`src/rtl/outport_pkg.sv`:
```
// outport_pkg: shared types and width helpers for the buffered output port.
//   state_t  - output-stage FSM state (IDLE: OUT not valid, PRESENT: OUT valid)
//   ptr_w()  - FIFO pointer width for a given depth
//   cnt_w()  - FIFO occupancy width for a given depth (must represent 0..depth)
package outport_pkg;

  typedef enum logic {
    IDLE    = 1'b0,
    PRESENT = 1'b1
  } state_t;

  function automatic int ptr_w(input int depth);
    return $clog2(depth);
  endfunction

  function automatic int cnt_w(input int depth);
    return $clog2(depth + 1);
  endfunction

endpackage

```
`src/rtl/outport_fifo.sv`:
```
// outport_fifo: circular-buffer FIFO feeding the output register.
// Ports:
//   CLK, RST_N       clock, synchronous active-low reset (control state only)
//   push, push_data  write request / data; ignored while full
//   pop, head        read request / word at the read pointer (combinational)
//   count            registered occupancy 0..DEPTH
//   full, empty      registered flags, always consistent with count
// DEPTH must be a power of two so the pointers wrap naturally.
module outport_fifo
  import outport_pkg::*;
#(
  parameter int DATA_W = 8,
  parameter int DEPTH  = 4
) (
  input  logic                      CLK,
  input  logic                      RST_N,
  input  logic                      push,
  input  logic [DATA_W-1:0]         push_data,
  input  logic                      pop,
  output logic [DATA_W-1:0]         head,
  output logic [cnt_w(DEPTH)-1:0]   count,
  output logic                      full,
  output logic                      empty
);

  localparam int PTR_W = ptr_w(DEPTH);
  localparam int CNT_W = cnt_w(DEPTH);

  logic [DATA_W-1:0] mem [DEPTH];
  logic [PTR_W-1:0]  wr_ptr;
  logic [PTR_W-1:0]  rd_ptr;
  logic              push_en;
  logic              pop_en;
  logic [CNT_W-1:0]  count_nxt;

  // Flags are sampled pre-edge: a push while full is dropped even when a pop
  // frees a slot on the same edge.
  assign push_en = push && !full;
  assign pop_en  = pop && !empty;
  assign head    = mem[rd_ptr];

  always_comb begin
    count_nxt = count;
    case ({push_en, pop_en})
      2'b10:   count_nxt = count + CNT_W'(1);
      2'b01:   count_nxt = count - CNT_W'(1);
      default: count_nxt = count;
    endcase
  end

  // ---- storage (no reset: contents are only meaningful below count) ----
  always_ff @(posedge CLK) begin
    if (push_en) mem[wr_ptr] <= push_data;
  end

  // ---- pointers and occupancy ----
  always_ff @(posedge CLK) begin
    if (!RST_N) begin
      wr_ptr <= '0;
      rd_ptr <= '0;
      count  <= '0;
      full   <= 1'b0;
      empty  <= 1'b1;
    end else begin
      if (push_en) wr_ptr <= wr_ptr + PTR_W'(1);
      if (pop_en)  rd_ptr <= rd_ptr + PTR_W'(1);
      count <= count_nxt;
      full  <= (count_nxt == CNT_W'(DEPTH));
      empty <= (count_nxt == '0);
    end
  end

endmodule

```
`src/rtl/buffered_output_port.sv`:
```
// buffered_output_port: CPU write port with a Depth-entry FIFO and a
// registered, valid/ack handshaked output word.
// Ports:
//   CLK, RST_N  clock, synchronous active-low reset
//   DATA, Load  write data and write strobe (dropped while FULL)
//   OUT         registered output word, holds its last value after acceptance
//   OUT_VALID   OUT holds a word not yet accepted
//   OUT_ACK     consumer accepts OUT this cycle (ignored while OUT_VALID=0)
//   FULL, EMPTY, COUNT  FIFO status, excluding the output register
// Optional build macro OUTPORT_OVERFLOW_FLAG_EN adds:
//   OVERFLOW    sticky flag, set by any Load while FULL
//   OVF_CLR     clears OVERFLOW (a simultaneous set wins)
module buffered_output_port
  import outport_pkg::*;
#(
  parameter int                OutSize    = 8,
  parameter int                Depth      = 4,
  parameter logic [OutSize-1:0] ResetValue = '0
) (
  input  logic                    CLK,
  input  logic                    RST_N,
  input  logic [OutSize-1:0]      DATA,
  input  logic                    Load,
  output logic [OutSize-1:0]      OUT,
  output logic                    OUT_VALID,
  input  logic                    OUT_ACK,
`ifdef OUTPORT_OVERFLOW_FLAG_EN
  output logic                    OVERFLOW,
  input  logic                    OVF_CLR,
`endif
  output logic                    FULL,
  output logic                    EMPTY,
  output logic [cnt_w(Depth)-1:0] COUNT
);

  state_t             state, state_nxt;
  logic               pop;
  logic [OutSize-1:0] head;
  logic [OutSize-1:0] out_p1;

  outport_fifo #(
    .DATA_W (OutSize),
    .DEPTH  (Depth)
  ) u_fifo (
    .CLK       (CLK),
    .RST_N     (RST_N),
    .push      (Load),
    .push_data (DATA),
    .pop       (pop),
    .head      (head),
    .count     (COUNT),
    .full      (FULL),
    .empty     (EMPTY)
  );

  // A pop refills OUT either from idle or on the same edge the current word
  // is accepted, which sustains one word per cycle.
  always_comb begin
    state_nxt = state;
    pop       = 1'b0;
    case (state)
      IDLE: begin
        if (!EMPTY) begin
          pop       = 1'b1;
          state_nxt = PRESENT;
        end
      end
      PRESENT: begin
        if (OUT_ACK) begin
          if (!EMPTY) pop = 1'b1;
          else        state_nxt = IDLE;
        end
      end
      default: state_nxt = IDLE;
    endcase
  end

  // ---- output stage: FSM and OUT register ----
  always_ff @(posedge CLK) begin
    if (!RST_N) begin
      state  <= IDLE;
      out_p1 <= ResetValue;
    end else begin
      state <= state_nxt;
      if (pop) out_p1 <= head;
    end
  end

  assign OUT       = out_p1;
  assign OUT_VALID = (state == PRESENT);

`ifdef OUTPORT_OVERFLOW_FLAG_EN
  always_ff @(posedge CLK) begin
    if (!RST_N)             OVERFLOW <= 1'b0;
    else if (Load && FULL)  OVERFLOW <= 1'b1;
    else if (OVF_CLR)       OVERFLOW <= 1'b0;
  end
`endif

endmodule
```
`config.mk`:
```
export PLATFORM = sky130hd
export DESIGN_NAME = buffered_output_port
export DESIGN_NICKNAME = d
export VERILOG_FILES = /design/src/rtl/outport_pkg.sv /design/src/rtl/outport_fifo.sv /design/src/rtl/buffered_output_port.sv
export SDC_FILE = /design/constraint.sdc
export NUM_CORES = 1
export LEC_CHECK = 0
export ABC_AREA = 1
export BUFFER_PORTS_ARGS = -buffer_cell sky130_fd_sc_hd__buf_2
export CORE_ASPECT_RATIO = 1.25
export CORE_UTILIZATION = 59
export CTS_BUF_LIST = sky130_fd_sc_hd__clkbuf_8
export DETAILED_ROUTE_END_ITERATION = 6
export MAX_ROUTING_LAYER = met4
export PLACE_DENSITY = 0.81
export SYNTH_ARGS = -nofsm -noshare
export SYNTH_HDL_FRONTEND = slang
export SYNTH_SLANG_ARGS = --single-unit
```
`constraint.sdc`:
```
create_clock -name CLK -period 2.6 [get_ports CLK]
set_clock_uncertainty 0.2 [all_clocks]
set_input_delay 0 -clock CLK [delete_from_list [all_inputs] [get_ports CLK]]
set_output_delay 0 -clock CLK [all_outputs]
set_load 0.01 [all_outputs]
```
==> results of run 1 <==
[Yosys cell counts]
cell and instances:
inv_4 1, nand4_1 1, buf_2 2, a21oi_1 6, nand2_1 51, buf_6 4
edfxtp_1 32, buf_4 1, fa_1 1, xnor2_1 1, inv_2 1, inv_1 24
o21ai_1 7, dfxtp_1 18, o21ai_0 4, nand3_1 11, nand2_2 2, nor2_1 40
ha_1 5, o21ai_2 1
[state kept, by name (all words and copies together) (netlist names)]
signal and count:
OUT 8, OUT_VALID 1, u_fifo.count 3, u_fifo.empty 1, u_fifo.full 1, u_fifo.mem 32, u_fifo.rd_ptr 2, u_fifo.wr_ptr 2
[final cells by class]
class                   count  area (sq um)
clock inverters             3          43.8
clock buffers               5          68.8
inverters                  26           100
repair buffers             41           273
multi-input cells         130           601
well taps                  37          46.3
flip-flops and latches     50          1320
fillers                   246           827
[logic make-up (layout without fill, tap and decap cells)]
logic type,after synthesis,count (layout),share of synthesized area [%]
AO/OA/AOI/OAI,18,18,4.50
AND/OR/NAND/NOR,105,105,19.9
flip-flops,50,50,63.4
XOR/XNOR,1,1,0.420
adder cells (fa/ha/maj),6,6,3.96
buffers and inverters,33,75,7.80
[metal layers]
metal	up-vias	part of all wire, %	track usage, %
li1	759	-	-
met1	645	44	25.8
met2	34	49	37.5
met3	6	5.1	6.00
met4	0	2.0	10.9
met5	-	0	-
[power groups by stage]
| stage | Combinational (mW) | Sequential (mW) | Clock, mW |
|---|---|---|---|
| finish | 0.732 | 1.08 | 0.541 |
| global placement | 0.692 | 1.10 | 0 |
| global route | 0.846 | 1.10 | 0.581 |
| floorplan | 0.540 | 1.11 | 0 |
| CTS | 0.733 | 1.09 | 0.553 |
| detailed placement | 0.716 | 1.10 | 0 |
[layout by cell type (no fill, tap or decap), types with 2 or more instances in the layout]
cell type       n
nand2_1        51
o21ai_0         4
dlygate4sd3_1  11
dfxtp_1        18
nand2_2         2
nand3_1        11
buf_4           5
a21oi_1         6
ha_1            5
edfxtp_1       32
nor2_1         40
buf_2          25
o21ai_1         7
inv_1          24
clkbuf_8        5
[worst paths after layout]
| path | to | start | depth (start not counted) |
|---|---|---|---|
| max reg2reg | u_fifo.full$_SDFF_PN0_ | OUT_VALID$_SDFF_PN0_ | 10 |
| min reg2reg | OUT_VALID$_SDFF_PN0_ | u_fifo.empty$_SDFF_PN1_ | 1 |
| min | u_fifo.mem[3][2]$_DFFE_PP_ | DATA[2] | 2 |
| max | u_fifo.full$_SDFF_PN0_ | OUT_ACK | 13 |
[worst max-delay path, cell delays in order]
cell and delay (ns):
dlygate4sd3_1 0.53, buf_2 0.10, inv_1 0.04, nand2_2 0.06
nand2_2 0.07, inv_2 0.24, ha_1 0.27, fa_1 0.42
nand2_1 0.09, nand2_1 0.05, nor2_1 0.13, nand2_1 0.08
nor2_1 0.08
[through the flow]
stage                     hold slack (ns)  power, mW  utilization [%]  setup WS [ns]  std cells
after floorplan                    -0.131       1.65                -          0.606        213
after global placement             0.0137       1.79             68.0          0.602        273
after detailed placement           0.0142       1.82             68.0          0.540        273
after CTS                           0.224       2.37             74.8          0.508        292
after global routing                0.240       2.53             74.8          0.307        292
final                               0.236       2.36             74.8          0.496        292
==> impl_metrics.csv, run 1 <==
group,metric,value,unit
setup_path,arrival,2.15,ns
clock_network,cts-resized-gates,0,
setup_path,crit_required,2.65,ns
global_routing,grt_usage,23.0,%
power_and_ir_drop,leakage,1.10,nW
clock_network,cts.reportedPaths.clkPinSlew,0.09,ns
die,core_area,0.00328,sq mm
synthesis,synthesis.area,0.00208,sq mm
worst_hold_path,min_path_type,"input port to flop",
setup_path,end_kind,"flop",
synthesis,synthDistinctLibCells,20,
synthesis,ys_ff_latch,50,
synthesis,ys_seq_area_share,63.4,%
final_layout,diodes,0,
die,fp.dieW,55.2,microns
die,dieArea,0.00378,sq mm
run_status,outcome,"finished clean",
synthesis,postSynthAreaPerCell,9.79,sq um
clock_network,hold_buffers,11,
synthesis,syn_nets,231,
routing,routed_wl,3450,microns
clock_network,cts_made_buffers,5,
synthesis,netlist_instances,213,
power_and_ir_drop,p_int,1.56,mW
clock_network,clock-sinks,50,
placement,post_dp_cell_area,0.00223,sq mm
clock_network,cts.htree.levels,2,
sta,min_period,2.10,ns
power_and_ir_drop,ir_worst_vdd,0.745,mV
setup_path,startpoint_type,"input port",
sta,setup_tns,0,ns
flow_run,cap_violations,0,
power_and_ir_drop,p_switching,799,uW
final_layout,final_area,0.00245,sq mm
global_routing,grt_pass1_wl,5650,microns
sta,slew_headroom,61.4,%
sta,setup_viol,0,
final_layout,drive_gt1_share,16.9,%
routing,vias_per_cell,4.95,
clock_network,clock_path_buffers,2,
sta,rsz0062_at_grt,"false",
setup_path,crit_fanout,18,
power_and_ir_drop,seqPwrFrac,46.0,%
die,initial_core_util,63.5,%
routing,post_drt_wl_per_cell,11.8,microns
synthesis,synthTopCellsByArea,"edfxtp_1, dfxtp_1, nand2_1",
setup_path,crit_type,"input port to flop",
global_routing,gr-total-overflow,0,
sta,tightest_slew,0.577,ns
power_and_ir_drop,p_per_area,961,mW/mm^2
power_and_ir_drop,switching_share,33.9,%
power_and_ir_drop,combPwrFrac,31.1,%
global_routing,antenna_found_initial,0,
sta,drv_slew,0,
clock_network,cts_tree,"built",
setup_path,rrSetupSlack,0.51,ns
placement,globalplace.congestion,0.792,
synthesis,yosysTopAreaCellShare,46.1,%
synthesis,yosys.area.top_type,"edfxtp_1",
routing,first_pass_iters,4,
routing,vias,1444,
die,die_h,68.5,microns
die,rows,23,
power_and_ir_drop,pwr-share-clk,23.0,%
clock_network,cts_setup_buffers,0,
final_layout,areaGrowthSynthToFinish,17.7,%
final_layout,nets,272,
routing,drc,0,
clock_network,clk_latency,0.31,ns
placement,port-buffer-count,25,
routing,first_iter_violations,26,
sta,fmaxAchievable,475,MHz
synthesis,ys_warn_count,0,
clock_network,cts_root_buf,"clkbuf_8",
sta,hold_viol,0,
placement,dp_hpwl,2260,microns
routing,ant_nets,0,
global_routing,grt_max_degree,20,
die,io-pin-count,26,
sta,finalCritPeriodShare,80.9,%
global_routing,grt_pass1_vias,1316,
(Power assumes the default switching activity.)
==> inputs of run 2 (changes only) <==
--- a/config.mk
+++ b/config.mk
@@ -5,7 +5,7 @@
 export SDC_FILE = /design/constraint.sdc
 export NUM_CORES = 1
 export LEC_CHECK = 0
-export ABC_AREA = 1
+export ABC_AREA = 0
 export BUFFER_PORTS_ARGS = -buffer_cell sky130_fd_sc_hd__buf_2
 export CORE_ASPECT_RATIO = 1.25
 export CORE_UTILIZATION = 59
==> constraint.sdc (replaced) <==
create_clock -name CLK -period 2 [get_ports CLK]
set_clock_uncertainty 0.2 [all_clocks]
set_input_delay 0 -clock CLK [delete_from_list [all_inputs] [get_ports CLK]]
set_output_delay 0 -clock CLK [all_outputs]
set_load 0.01 [all_outputs]
==> run 2 against run 1 <==
The flow now finishes with violations (negative setup slack). Worst hold slack worse by 0.21 ns. Combinational power is 22% higher. Cell count is 29% lower. Wire length is 4.4% lower. Global-route usage is 0.83 points lower. Register-to-register slack worse by 0.63 ns. Critical path depth is 6 lower. Sequential power is 31% higher. Clock power is 28% higher. Total power is 27% higher.
==> impl_metrics.csv, run 2 <==
group,metric,value,unit
die,rows,23,
run_status,violations,"negative setup slack",
setup_path,crit_required,1.99,ns
global_routing,grt_max_degree,17,
synthesis,ys_warn_count,0,
flow_run,cap_violations,0,
routing,routed_wl,3300,microns
power_and_ir_drop,leakage,0.926,nW
sta,slew_headroom,64.2,%
die,core_area,0.00319,sq mm
synthesis,netlist_top_cells_count,"edfxtp_1, dfxtp_1, mux4_1, nand2_1, o2bb2ai_1",
placement,post-place-ws,-0.127,ns
final_layout,final_common_cell,"edfxtp_1",
sta,setup_tns,-0.189,ns
clock_network,cts_root_buf,"clkbuf_8",
clock_network,clk_latency,0.29,ns
placement,globalplace.congestion,0.774,
final_layout,fill_cells,200,
setup_path,crit_fanout,2,
final_layout,mostFrequentLayoutCells,"edfxtp_1, buf_2, dfxtp_1",
synthesis,postSynthAreaPerCell,16.1,sq um
final_layout,regArea,0.00132,sq mm
routing,ant_nets,0,
sta,tightest_slew,0.537,ns
final_layout,diodes,0,
final_layout,nets,186,
die,io-pin-count,26,
die,dieArea,0.00359,sq mm
setup_path,crit_start,"OUT_VALID$_SDFF_PN0_",
synthesis,synth_edf_count,32,
global_routing,grt_usage,22.2,%
final_layout,drive_gt1_share,32.0,%
global_routing,grt_pass1_vias,1130,
placement,dp_hpwl,2180,microns
setup_path,cp_num_buf_inv,0,
setup_path,end_kind,"flop",
synthesis,syn_nets,141,
setup_path,arrival,2.11,ns
synthesis,synth-main-ff-cell,"edfxtp_1",
sta,hold_viol,0,
setup_path,crit_type,"flop to flop",
setup_path,worst_path_max_delay_cell,"fa_2",
setup_path,worstReg2RegStart,"OUT_VALID$_SDFF_PN0_",
sta,setup_viol,3,
power_and_ir_drop,p_per_area,1220,mW/mm^2
die,die_h,66.8,microns
routing,first_iter_violations,18,
routing,first_pass_iters,4,
clock_network,cts_made_buffers,5,
routing,drc,0,
synthesis,synthDistinctLibCells,30,
final_layout,areaGrowthSynthToFinish,23.6,%
synthesis,synthesis.area,0.00198,sq mm
sta,min_period,2.12,ns
clock_network,cts.htree.levels,2,
final_layout,final_util,76.7,%
placement,placed_cells_incl_taps,187,
synthesis,async_reset_ff_share,0,%
worst_hold_path,min_path_type,"input port to flop",
final_layout,multi_input_area,664,sq um
setup_path,crit_chain,"nor2b_4 -> nor2_4 -> ha_4 -> fa_2 -> nor3b_2 -> or2_2 -> a31o_2",
setup_path,cpLargestDelayFamily,"adder cells",
worst_hold_path,hp-start,"OUT_ACK",
synthesis,ys_ff_latch,50,
setup_path,startpoint_type,"flop",
routing,post_drt_wl_per_cell,16.0,microns
routing,vias_per_cell,5.50,
clock_network,clock_path_buffers,2,
global_routing,grt_pass1_wl,5220,microns
placement,port-buffer-count,25,
setup_path,timing.critical_path.slowest_cell_delay,0.54,ns
routing,vias,1133,
sta,rsz0062_at_grt,"true",
synthesis,yosys.area.top_type,"edfxtp_1",
die,fp.dieW,53.8,microns
sta,fmaxAchievable,472,MHz
synthesis,ys_seq_area_share,66.7,%
clock_network,clock-sinks,50,
final_layout,largest_reg_flops,32,
power_and_ir_drop,ir_worst_vdd,0.850,mV
synthesis,netlist_instances,123,
sta,setup_ws,-0.116,ns
sta,drv_slew,0,
clock_network,cts_tree,"built",
clock_network,cts.reportedPaths.clkPinSlew,0.09,ns
sta,finalCritPeriodShare,106,%
die,initial_core_util,62.0,%
global_routing,antenna_found_initial,0,
final_layout,final_cells,206,
synthesis,synthTopCellsByArea,"edfxtp_1, dfxtp_1, mux4_1",
final_layout,largest-register,"u_fifo.mem",
synthesis,synth_most_common_cell,"edfxtp_1",
global_routing,gr-total-overflow,0,
run_status,outcome,"finished with violations",
synthesis,yosysTopAreaCellShare,48.5,%
-- run 2: cell types whose count changed in the layout (fill, tap and decap cells not counted), moves of 4 or more --
| cell | delta |
|---|---|
| nor2_1 | -36 |
| and2_1 | +4 |
| nand2_1 | -43 |
| inv_1 | -20 |
| o21ai_1 | -6 |
| mux4_1 | +8 |
| o2bb2ai_1 | +8 |
| nand3_1 | -11 |
-- run 2: where the power goes --
part,internal [mW],leakage [nW],switching [mW]
Sequential,1.28,0.442,0.133
Clock,0.373,0.0562,0.322
Combinational,0.478,0.428,0.412
-- run 2: final timing paths --
| path | endpoint | slack [ns] | cells after the start |
|---|---|---|---|
| max | u_fifo.empty$_SDFF_PN1_ | -0.12 | 7 |
| min | OUT[0]$_SDFFE_PN0N_ | 0.02 | 5 |
| max reg2reg | u_fifo.empty$_SDFF_PN1_ | -0.12 | 7 |
| min reg2reg | OUT[0]$_SDFFE_PN0N_ | 0.26 | 2 |
-- run 2: logic make-up (layout without fill, tap and decap cells) --
logic type                 Yosys count  in the layout  share of synthesized area, %
DFF                                 50             50                          66.7
and+or+nand+nor                     26             26                          7.33
muxes                               10             10                          11.6
adders and majority gates            6              6                          4.17
xor gates and xnor gates             3              3                          1.33
buffers and inverters               10             56                          2.46
AOI/OAI and AO/OA                   18             18                          6.38
-- run 2: worst register-to-register path, delay by kind of cell, from the launching register on --
family | cells | cell delay, ns
AOI/OAI and AO/OA | 1 | 0.24
DFF | 1 | 0.33
adders and majority gates | 2 | 0.70
and+or+nand+nor | 4 | 0.55
-- run 2: per-stage QoR --
step	area (sq um)	total power, mW	hold slack, ns
after CTS	2440	2.99	0.0193
after floorplan	2010	1.98	-0.101
after detailed placement	2200	2.25	0.0202
after global placement	2200	2.20	0.0105
final	2450	3.00	0.0225
after global routing	2450	3.16	0.0369
-- run 2: area by class of cell --
class	count	share of cell area (%)
Clock buffer	5	2.81
Sequential cell	50	54.0
Timing Repair Buffer	42	11.5
Multi-Input combinational cell	63	27.1
Tap cell	37	1.89
Clock inverter	3	1.74
Inverter	6	0.920
-- run 2: per-layer routing --
metal / wire length, microns / vias to the layer above / GRT usage (%)
met4: 40 / 0 / 7.89
met3: 78 / 5 / 4.11
met2: 1790 / 21 / 37.8
met5: 0 / - / -
met1: 1390 / 552 / 25.6
li1: - / 555 / -
-- run 2: timing repair --
item / 4_1_cts / 5_1_grt
hold buffers: 10 / 0
hold endpoints to repair: 42 / 0
buffers inserted: 1 / 0
setup endpoints to repair: 3 / 3
resized for setup: 5 / 2
==> inputs of run 3 (changes only) <==
--- a/config.mk
+++ b/config.mk
@@ -7,12 +7,14 @@
 export LEC_CHECK = 0
 export ABC_AREA = 0
 export BUFFER_PORTS_ARGS = -buffer_cell sky130_fd_sc_hd__buf_2
+export CAP_MARGIN = 40
 export CORE_ASPECT_RATIO = 1.25
 export CORE_UTILIZATION = 59
 export CTS_BUF_LIST = sky130_fd_sc_hd__clkbuf_8
 export DETAILED_ROUTE_END_ITERATION = 6
 export MAX_ROUTING_LAYER = met4
 export PLACE_DENSITY = 0.81
+export RECOVER_POWER = 25
 export SYNTH_ARGS = -nofsm -noshare
 export SYNTH_HDL_FRONTEND = slang
 export SYNTH_SLANG_ARGS = --single-unit
==> run 3 against run 2 <==
The flow still finishes with violations (negative setup slack). Non-clock buffer count is the same. Die area is the same. First-iteration DRC count is the same. Maximum frequency is the same. Cell count is the same. Global-route usage is the same. Setup slack is essentially flat. Critical endpoint unchanged. Largest cell class unchanged.
==> impl_metrics.csv, run 3 (same netlist as run 2, synthesis figures left out) <==
group,metric,value,unit
clock_network,clock-sinks,50,
final_layout,mostFrequentLayoutCells,"edfxtp_1, buf_2, dfxtp_1",
final_layout,largest_reg_flops,32,
routing,ant_nets,0,
run_status,violations,"negative setup slack",
setup_path,reg2regPathDepth,7,
global_routing,grt_max_degree,17,
run_status,outcome,"finished with violations",
setup_path,crit_type,"flop to flop",
clock_network,clock_path_buffers,2,
sta,finalCritPeriodShare,106,%
routing,first_pass_iters,4,
worst_hold_path,min_path_type,"input port to flop",
placement,post-place-ws,-0.127,ns
global_routing,grt_usage,22.2,%
routing,vias,1135,
clock_network,cts.htree.levels,2,
final_layout,final_common_cell,"edfxtp_1",
clock_network,cts.reportedPaths.clkPinSlew,0.09,ns
setup_path,arrival,2.11,ns
final_layout,drive_gt1_share,28.4,%
setup_path,end_kind,"flop",
power_and_ir_drop,p_per_area,1230,mW/mm^2
die,core_area,0.00319,sq mm
clock_network,cts_root_buf,"clkbuf_8",
clock_network,cts_made_buffers,5,
final_layout,fill_cells,201,
routing,vias_per_cell,5.51,
die,fp.dieW,53.8,microns
power_and_ir_drop,leakage,0.909,nW
global_routing,antenna_found_initial,0,
sta,setup_ws,-0.116,ns
die,die_h,66.8,microns
sta,fmaxAchievable,472,MHz
placement,placed_cells_incl_taps,187,
final_layout,multi_input_area,664,sq um
final_layout,final_cells,206,
placement,globalplace.congestion,0.774,
setup_path,startpoint_type,"flop",
global_routing,grt_pass1_vias,1130,
power_and_ir_drop,ir_worst_vdd,0.850,mV
setup_path,rrSetupSlack,-0.12,ns
die,initial_core_util,62.0,%
die,rows,23,
sta,drv_slew,0,
sta,tightest_slew,0.537,ns
sta,slew_headroom,64.2,%
final_layout,regArea,0.00132,sq mm
routing,first_iter_violations,18,
global_routing,grt_pass1_wl,5220,microns
sta,min_period,2.12,ns
global_routing,gr-total-overflow,0,
setup_path,crit_start,"OUT_VALID$_SDFF_PN0_",
final_layout,areaGrowthSynthToFinish,23.2,%
routing,routed_wl,3300,microns
setup_path,crit_required,1.99,ns
sta,holdWs,0.0228,ns
setup_path,rr_endpoint,"u_fifo.empty$_SDFF_PN1_",
routing,post_drt_wl_per_cell,16.0,microns
final_layout,largest-register,"u_fifo.mem",
sta,rsz0062_at_grt,"true",
final_layout,diodes,0,
routing,drc,0,
setup_path,worstReg2RegStart,"OUT_VALID$_SDFF_PN0_",
setup_path,crit_fanout,2,
flow_run,cap_violations,0,
sta,hold_viol,0,
placement,port-buffer-count,25,
placement,dp_hpwl,2180,microns
clock_network,clk_latency,0.29,ns
die,io-pin-count,26,
clock_network,cts_tree,"built",
sta,setup_viol,3,
final_layout,nets,186,
setup_path,critPathCapture,"u_fifo.empty$_SDFF_PN1_",
die,dieArea,0.00359,sq mm
==> run 3: cell count changes in the layout (fill, tap and decap cells not counted) <==
cell | previous run | this run
clkbuf_1 | 0 | 6
buf_2 | 25 | 19
==> run 3: worst min path at each step <==
stage          depth (start not counted)    start                         end  slack, ns
5_1_grt                                5  OUT_ACK         OUT[0]$_SDFFE_PN0N_       0.04
2_1_floorplan                          0  DATA[0]  u_fifo.mem[0][0]$_DFFE_PP_      -0.10
6_report                               5  OUT_ACK         OUT[0]$_SDFFE_PN0N_       0.02
3_5_place_dp                           1  DATA[5]  u_fifo.mem[2][5]$_DFFE_PP_       0.02
4_1_cts                                5  OUT_ACK         OUT[0]$_SDFFE_PN0N_       0.02
3_3_place_gp                           1  DATA[5]  u_fifo.mem[0][5]$_DFFE_PP_       0.01
==> run 3: layout make-up <==
type	count	share of cell area, %
Clock buffer	5	2.82
Tap cell	37	1.90
Clock inverter	3	1.74
Timing Repair Buffer	42	11.2
Multi-Input combinational cell	63	27.2
Sequential cell	50	54.2
Inverter	6	0.923
==> run 3: critical path, cell delays in order, from the launching register on <==
cell and delay, ns:
dfxtp_2 0.33, nor2b_4 0.17, nor2_4 0.05, ha_4 0.16
fa_2 0.54, nor3b_2 0.05, or2_2 0.28, a31o_2 0.24
==> run 3: what timing repair did <==
item                                    4_1_cts  5_1_grt
hold buffers                                 10        0
setup buffers                                 1        0
resized for setup                             5        2
hold endpoints to repair                     42        0
gates cloned                                  0        0
endpoints found under the setup margin        3        3
==> run 3: per-stage QoR <==
step	util (%)	setup TNS, ns	cell area, sq um	total power, mW
2_1_floorplan	-	-0.215	2010	1.98
3_3_place_gp	68.9	-0.0551	2200	2.20
3_5_place_dp	68.9	-0.268	2200	2.25
4_1_cts	76.5	-0.211	2440	2.99
5_1_grt	76.4	-0.442	2440	3.16
6_report	76.4	-0.189	2440	3.00
==> run 3: power breakdown <==
group	switching (mW)	total, mW	internal (mW)	leakage [nW]
Sequential	0.133	1.41	1.28	0.442
Clock	0.322	0.695	0.373	0.0562
Combinational	0.412	0.888	0.476	0.411
==> run 3: layer usage <==
metal  up-vias  GRT usage (%)  share of wire (%)
met5         -              -                  0
met4         0           7.89                1.2
met3         5           4.11                2.4
met2        21           37.8                 54
met1       554           25.6                 42
li1        555              -                  -
